**config.mk**
```make
export PLATFORM = sky130hd
export DESIGN_NAME = usb_tx_serializer
export DESIGN_NICKNAME = d
export VERILOG_FILES = /design/src/rtl/usb_tx_serializer.sv
export SDC_FILE = /design/constraint.sdc
export NUM_CORES = 1
export LEC_CHECK = 0
export CORE_ASPECT_RATIO = 0.7
export CORE_MARGIN = 2
export CORE_UTILIZATION = 58
export DETAILED_ROUTE_END_ITERATION = 12
export GPL_TIMING_DRIVEN = 0
export HOLD_SLACK_MARGIN = 0.06
export PLACE_DENSITY_LB_ADDON = 0.12
export SLEW_MARGIN = 20
export SYNTH_ARGS = -nofsm -noshare
export SYNTH_HDL_FRONTEND = slang
export SYNTH_SLANG_ARGS = --single-unit
```
**constraint.sdc**
```tcl
create_clock -name clk -period 5.6 [get_ports clk]
set_clock_uncertainty 0.15 [all_clocks]
set_input_delay 1.12 -clock clk [delete_from_list [all_inputs] [get_ports clk]]
set_output_delay 1.12 -clock clk [all_outputs]
set_load 0.005 [all_outputs]
```
**src/rtl/usb_tx_serializer.sv**
```systemverilog
// usb_tx_serializer: USB full-speed byte serialiser with bit stuffing, NRZI encoding and EOP generation
module usb_tx_serializer #(
  parameter int CLKS_PER_BIT = 8,
  parameter int STUFF_LEN    = 6
) (
  input  logic       clk,
  input  logic       rst,
  input  logic [7:0] tx_data,
  input  logic       tx_data_valid,
  input  logic       tx_last,
  output logic       tx_data_ready,
  output logic       byte_sent,
  output logic       tx_done,
  output logic       tx_error,
  output logic       transmitting,
  output logic       d_plus,
  output logic       d_minus
);
  localparam int CW = $clog2(CLKS_PER_BIT);
  localparam int OW = $clog2(STUFF_LEN + 1);
  typedef enum logic [2:0] {IDLE, SHIFT, STUFF, EOP_SE0, EOP_J} state_t;
  state_t        state, state_n;
  logic [CW-1:0] cnt;
  logic [7:0]    sh, sh_n;
  logic [2:0]    idx, idx_n;
  logic [OW-1:0] ones, ones_n, ones_inc;
  logic          last_r, last_n, half, half_n, dp_n, dm_n, done_n;
  logic          strobe, boundary, accept;
  assign strobe       = cnt == CW'(CLKS_PER_BIT - 1);
  assign ones_inc     = sh[0] ? ones + 1'b1 : '0;
  assign transmitting = state != IDLE;
  // State, bit timer, shifter and registered line
  always_ff @(posedge clk or posedge rst) begin
    if (rst) begin
      state   <= IDLE;
      cnt     <= '0;
      sh      <= '0;
      idx     <= '0;
      ones    <= '0;
      last_r  <= 1'b0;
      half    <= 1'b0;
      d_plus  <= 1'b1;
      d_minus <= 1'b0;
      tx_done <= 1'b0;
    end else begin
      state   <= state_n;
      cnt     <= (state == IDLE || strobe) ? '0 : cnt + 1'b1;
      sh      <= sh_n;
      idx     <= idx_n;
      ones    <= ones_n;
      last_r  <= last_n;
      half    <= half_n;
      d_plus  <= dp_n;
      d_minus <= dm_n;
      tx_done <= done_n;
    end
  end
  // Next state, next line value and handshake/pulse outputs
  always_comb begin
    state_n       = state;
    sh_n          = sh;
    idx_n         = idx;
    ones_n        = ones;
    last_n        = last_r;
    half_n        = half;
    dp_n          = d_plus;
    dm_n          = d_minus;
    done_n        = 1'b0;
    tx_data_ready = 1'b0;
    byte_sent     = 1'b0;
    tx_error      = 1'b0;
    boundary      = 1'b0;
    accept        = 1'b0;
    case (state)
      IDLE: begin
        tx_data_ready = 1'b1;
        accept        = tx_data_valid;
        ones_n        = '0;
      end
      SHIFT: if (strobe) begin
        ones_n    = ones_inc;
        byte_sent = idx == 3'd7;
        if (ones_inc == OW'(STUFF_LEN)) begin
          state_n = STUFF;
          ones_n  = '0;
          dp_n    = ~d_plus;
          dm_n    = ~d_minus;
        end else if (idx != 3'd7) begin
          sh_n  = sh >> 1;
          idx_n = idx + 1'b1;
          dp_n  = sh[1] ? d_plus : ~d_plus;
          dm_n  = sh[1] ? d_minus : ~d_minus;
        end else begin
          boundary = 1'b1;
        end
      end
      STUFF: if (strobe) begin
        if (idx != 3'd7) begin
          state_n = SHIFT;
          sh_n    = sh >> 1;
          idx_n   = idx + 1'b1;
          dp_n    = sh[1] ? d_plus : ~d_plus;
          dm_n    = sh[1] ? d_minus : ~d_minus;
        end else begin
          boundary = 1'b1;
        end
      end
      EOP_SE0: if (strobe) begin
        half_n = ~half;
        if (half) begin
          state_n = EOP_J;
          dp_n    = 1'b1;
          dm_n    = 1'b0;
        end
      end
      EOP_J: if (strobe) begin
        state_n = IDLE;
        done_n  = 1'b1;
      end
      default: state_n = IDLE;
    endcase
    if (boundary) begin
      tx_data_ready = !last_r;
      accept        = !last_r && tx_data_valid;
      tx_error      = !last_r && !tx_data_valid;
      if (last_r || !tx_data_valid) begin
        state_n = EOP_SE0;
        half_n  = 1'b0;
        dp_n    = 1'b0;
        dm_n    = 1'b0;
      end
    end
    if (accept) begin
      state_n = SHIFT;
      sh_n    = tx_data;
      idx_n   = '0;
      last_n  = tx_last;
      dp_n    = tx_data[0] ? d_plus : ~d_plus;
      dm_n    = tx_data[0] ? d_minus : ~d_minus;
    end
  end
endmodule

```
==> out/metrics.csv <==
stage;metric;value;unit
die;Die Span X;63.9;um
clock_network;Clock Tree Buf Depth;2;
critical_path;Worst EP arrival;2.61;ns
job;max_cap viols;0;
power_and_ir_drop;Internal;0.416;mW
die;Starting Density;0.602;
power_and_ir_drop;Comb pwr share;0.418;
critical_path;critical path endpoint category;output port;
power_and_ir_drop;Psw;0.256;mW
yosys;Post-Synthesis Cells;157;
place;count of input and output buffers;18;
global_routing;remaining global-route overflow;0;
place;post-DP HPWL;2.37;mm
sta;RSZ-0062 raised after global routing;no;
global_routing;vias in the first global route;1161;
sta;max_slew headroom;0.379;
power_and_ir_drop;Sw Ratio;0.381;
critical_path;Critical Path Start Type;flop;
power_and_ir_drop;PD cells;394;nW/um^2
clock_network;H-tree lvl count;1;
place;Final GP Congestion;0.931;
global_routing;global-route usage over all layers;0.242;
routing;Initial DRC Count;96;
global_routing;initial antenna violation count;0;
routing;total number of vias;1259;
global_routing;global-route wire length before repair;5.30;mm
clock_network;post-CTS sizing;0;
clock_network;Setup Buffers After CTS;0;
yosys;Post-Syn Area;1460;um^2
final_layout;final std cells w/o fill;213;
die;Core ar.;2420;um^2
clock_network;CTS buffer count;3;
sta;part of the cycle the worst path needs;0.693;
yosys;Avg Inst Size Synth;9.28;um^2
power_and_ir_drop;Lkg Pwr;0.758;nW
sta;endpoints failing setup;0;
power_and_ir_drop;sequential share of power;0.460;
yosys;synthesized net count;174;
sta;final hold violation count;0;
routing;Antenna Violating Nets Remaining;0;
global_routing;largest net degree at the start of global routing;26;
yosys;FF+latch count, synth;25;
routing;drt drc;0;
final_layout;nets;197;
outcome;status;complete, no violations;
die;die span in y;45.9;um
critical_path;Setup CP Type;flop to output port;
clock_network;CTS tree;done;
yosys;Unique masters post-synth;43;
die;FP Rows;15;
sta;Max Fclk;258;MHz
routing;drt pass-1 iters;4;
die;# IOs;19;
clock_network;clock sink count;25;
power_and_ir_drop;clock share of power;0.121;
place;placed insts;209;
die;Die Footprint;2930;um^2
final_layout;Diodes inserted;0;
sta;Tmin final;3.88;ns
final_layout;Syn-to-layout area delta;17.2;%
critical_path;worst-path maximum fanout;7;
sta;Max Transition Viols Final;0;
yosys;sequential area share after synthesis;0.430;
routing;vias per cell;5.91;
routing;Avg WL per Cell;14.8;um
clock_network;Root Buffer Master;clkbuf_4;
sta;pin slew with the least headroom to its limit;0.930;ns
yosys;YS warnings;0;
min_path;type of the worst min-delay path;flop to flop;
clock_network;hold_buf cts;0;
final_layout;fillcell total;199;
routing;Routed Wire Length;3.15;mm
clock_network;Clock Latency Late Sink;0.33;ns
final_layout;share of layout cells above drive strength 1;0.0838;
power_and_ir_drop;Worst VDD drop;0.000254;V
clock_network;Clock transition at path regs;0.14;ns
sta;setup TNS;0;ns
critical_path;Required @ worst endpoint;4.33;ns
[cells in the final DEF, fill, tap and decap left out, types with 3 or more instances in the layout]
cell	synthesis	layout
nand2_1	13	13
xnor2_1	3	3
clkbuf_4	0	3
ha_1	5	5
nand3_1	5	5
nor2_1	12	12
a21oi_1	11	11
a22o_1	6	6
nand2b_1	3	3
a211oi_1	3	3
nor3_1	3	3
buf_2	3	3
o21ai_0	11	11
a21o_1	7	7
clkbuf_1	4	4
mux2i_1	3	3
clkdlybuf4s50_1	0	18
inv_1	9	9
dfrtp_1	24	24
[power groups by stage]
stage | logic, mW | registers, mW | clock network [mW]
6_report | 0.281 | 0.310 | 0.0817
5_1_grt | 0.320 | 0.320 | 0.0905
4_1_cts | 0.281 | 0.309 | 0.0842
3_5_place_dp | 0.278 | 0.313 | 0
3_3_place_gp | 0.270 | 0.308 | 0
2_1_floorplan | 0.205 | 0.298 | 0
[cells by family (layout without fill, tap and decap cells)]
logic type / after synthesis / in the layout / share of synthesized area
multiplexers: 3 / 3 / 0.0206
adder cells (fa/ha/maj): 5 / 5 / 0.0430
flip-flops: 25 / 25 / 0.430
AO/OA/AOI/OAI: 50 / 50 / 0.235
XOR/XNOR: 4 / 4 / 0.0292
buffers and inverters: 16 / 38 / 0.0438
AND/OR/NAND/NOR: 54 / 54 / 0.198
[Yosys cell counts, drive strengths merged]
library cell  count  area (um^2)
dfrtp            24          601
nand2            14         60.1
nor2             12         45.0
o21ai            12         60.1
a21oi            11         55.1
inv               9         33.8
a21o              7         52.6
a22o              6         52.6
ha                5         62.6
nand3             5         25.0
a211oi            4         35.0
clkbuf            4         15.0
and3              3         20.0
buf               3         15.0
mux2i             3         30.0
nand2b            3         18.8
nor3              3         15.0
xnor2             3         26.3
a22oi             2         15.0
and2              2         12.5
nand3b            2         15.0
nand4             2         12.5
nor2b             2         12.5
nor3b             2         20.0
a2111o            1         11.3
a2111oi           1         8.76
a211o             1         8.76
a221o             1         10.0
a32oi             1         8.76
and4              1         8.76
dfstp             1         26.3
nor4              1         6.26
o22ai             1         6.26
o311ai            1         8.76
o32ai             1         8.76
or2               1         6.26
or4               1         11.3
xor2              1         16.3
[registers in the layout (all words and copies together) (netlist names)]
register  flops
tx_done       1
sh            8
state         3
last_r        1
idx           3
cnt           3
d_minus       1
d_plus        1
ones          3
half          1
[per-layer routing]
metal | share of wire | GRT usage
met3 | 0.10 | 0.0792
met5 | 0 | 0
met1 | 0.46 | 0.338
met2 | 0.43 | 0.354
met4 | 0.013 | 0.0870
[final timing paths]
kind,start,end,slack (ns),depth (start not counted)
setup / recovery,ones[0]$_DFFE_PP0P_,tx_error,1.72,6
min in group asynchronous,rst,sh[7]$_DFFE_PP0P_,1.14,2
hold / removal,cnt[0]$_DFF_PP0_,cnt[0]$_DFF_PP0_,0.31,1
max in group asynchronous,rst,tx_done$_DFF_PP0_,3.60,2
setup reg to reg,ones[0]$_DFFE_PP0P_,sh[1]$_DFFE_PP0P_,2.99,7
hold reg to reg,cnt[0]$_DFF_PP0_,cnt[0]$_DFF_PP0_,0.31,1
[per-stage QoR]
step                      hold slack (ns)  worst slack, ns   util  instance area, um^2  power (mW)
after CTS                           0.313             1.75  0.705                 1710       0.674
after floorplan                     0.265             2.83      -                 1460       0.503
after global placement              0.278             2.04  0.694                 1680       0.578
final                               0.309             1.72  0.705                 1710       0.672
after detailed placement            0.296             2.04  0.694                 1680       0.592
after global routing                0.356             1.55  0.705                 1710       0.731
[worst max-delay path, stage by stage (launching register included)]
cell	delay [ns]
dfrtp_1	0.47
ha_1	0.29
xnor2_1	0.33
o21ai_1	0.17
a21oi_1	0.26
nor3b_1	0.23
clkdlybuf4s50_1	0.53
[final cells by class]
class | count | area (um^2) | area share
Buffer | 7 | 30.0 | 0.0176
Clock buffer | 3 | 22.5 | 0.0132
Clock inverter | 1 | 5.00 | 0.00293
Inverter | 9 | 33.8 | 0.0198
Multi-Input combinational cell | 116 | 766 | 0.449
Sequential cell | 25 | 627 | 0.367
Tap cell | 34 | 42.5 | 0.0249
Timing Repair Buffer | 18 | 180 | 0.106
Power figures use the tool's default switching activity.
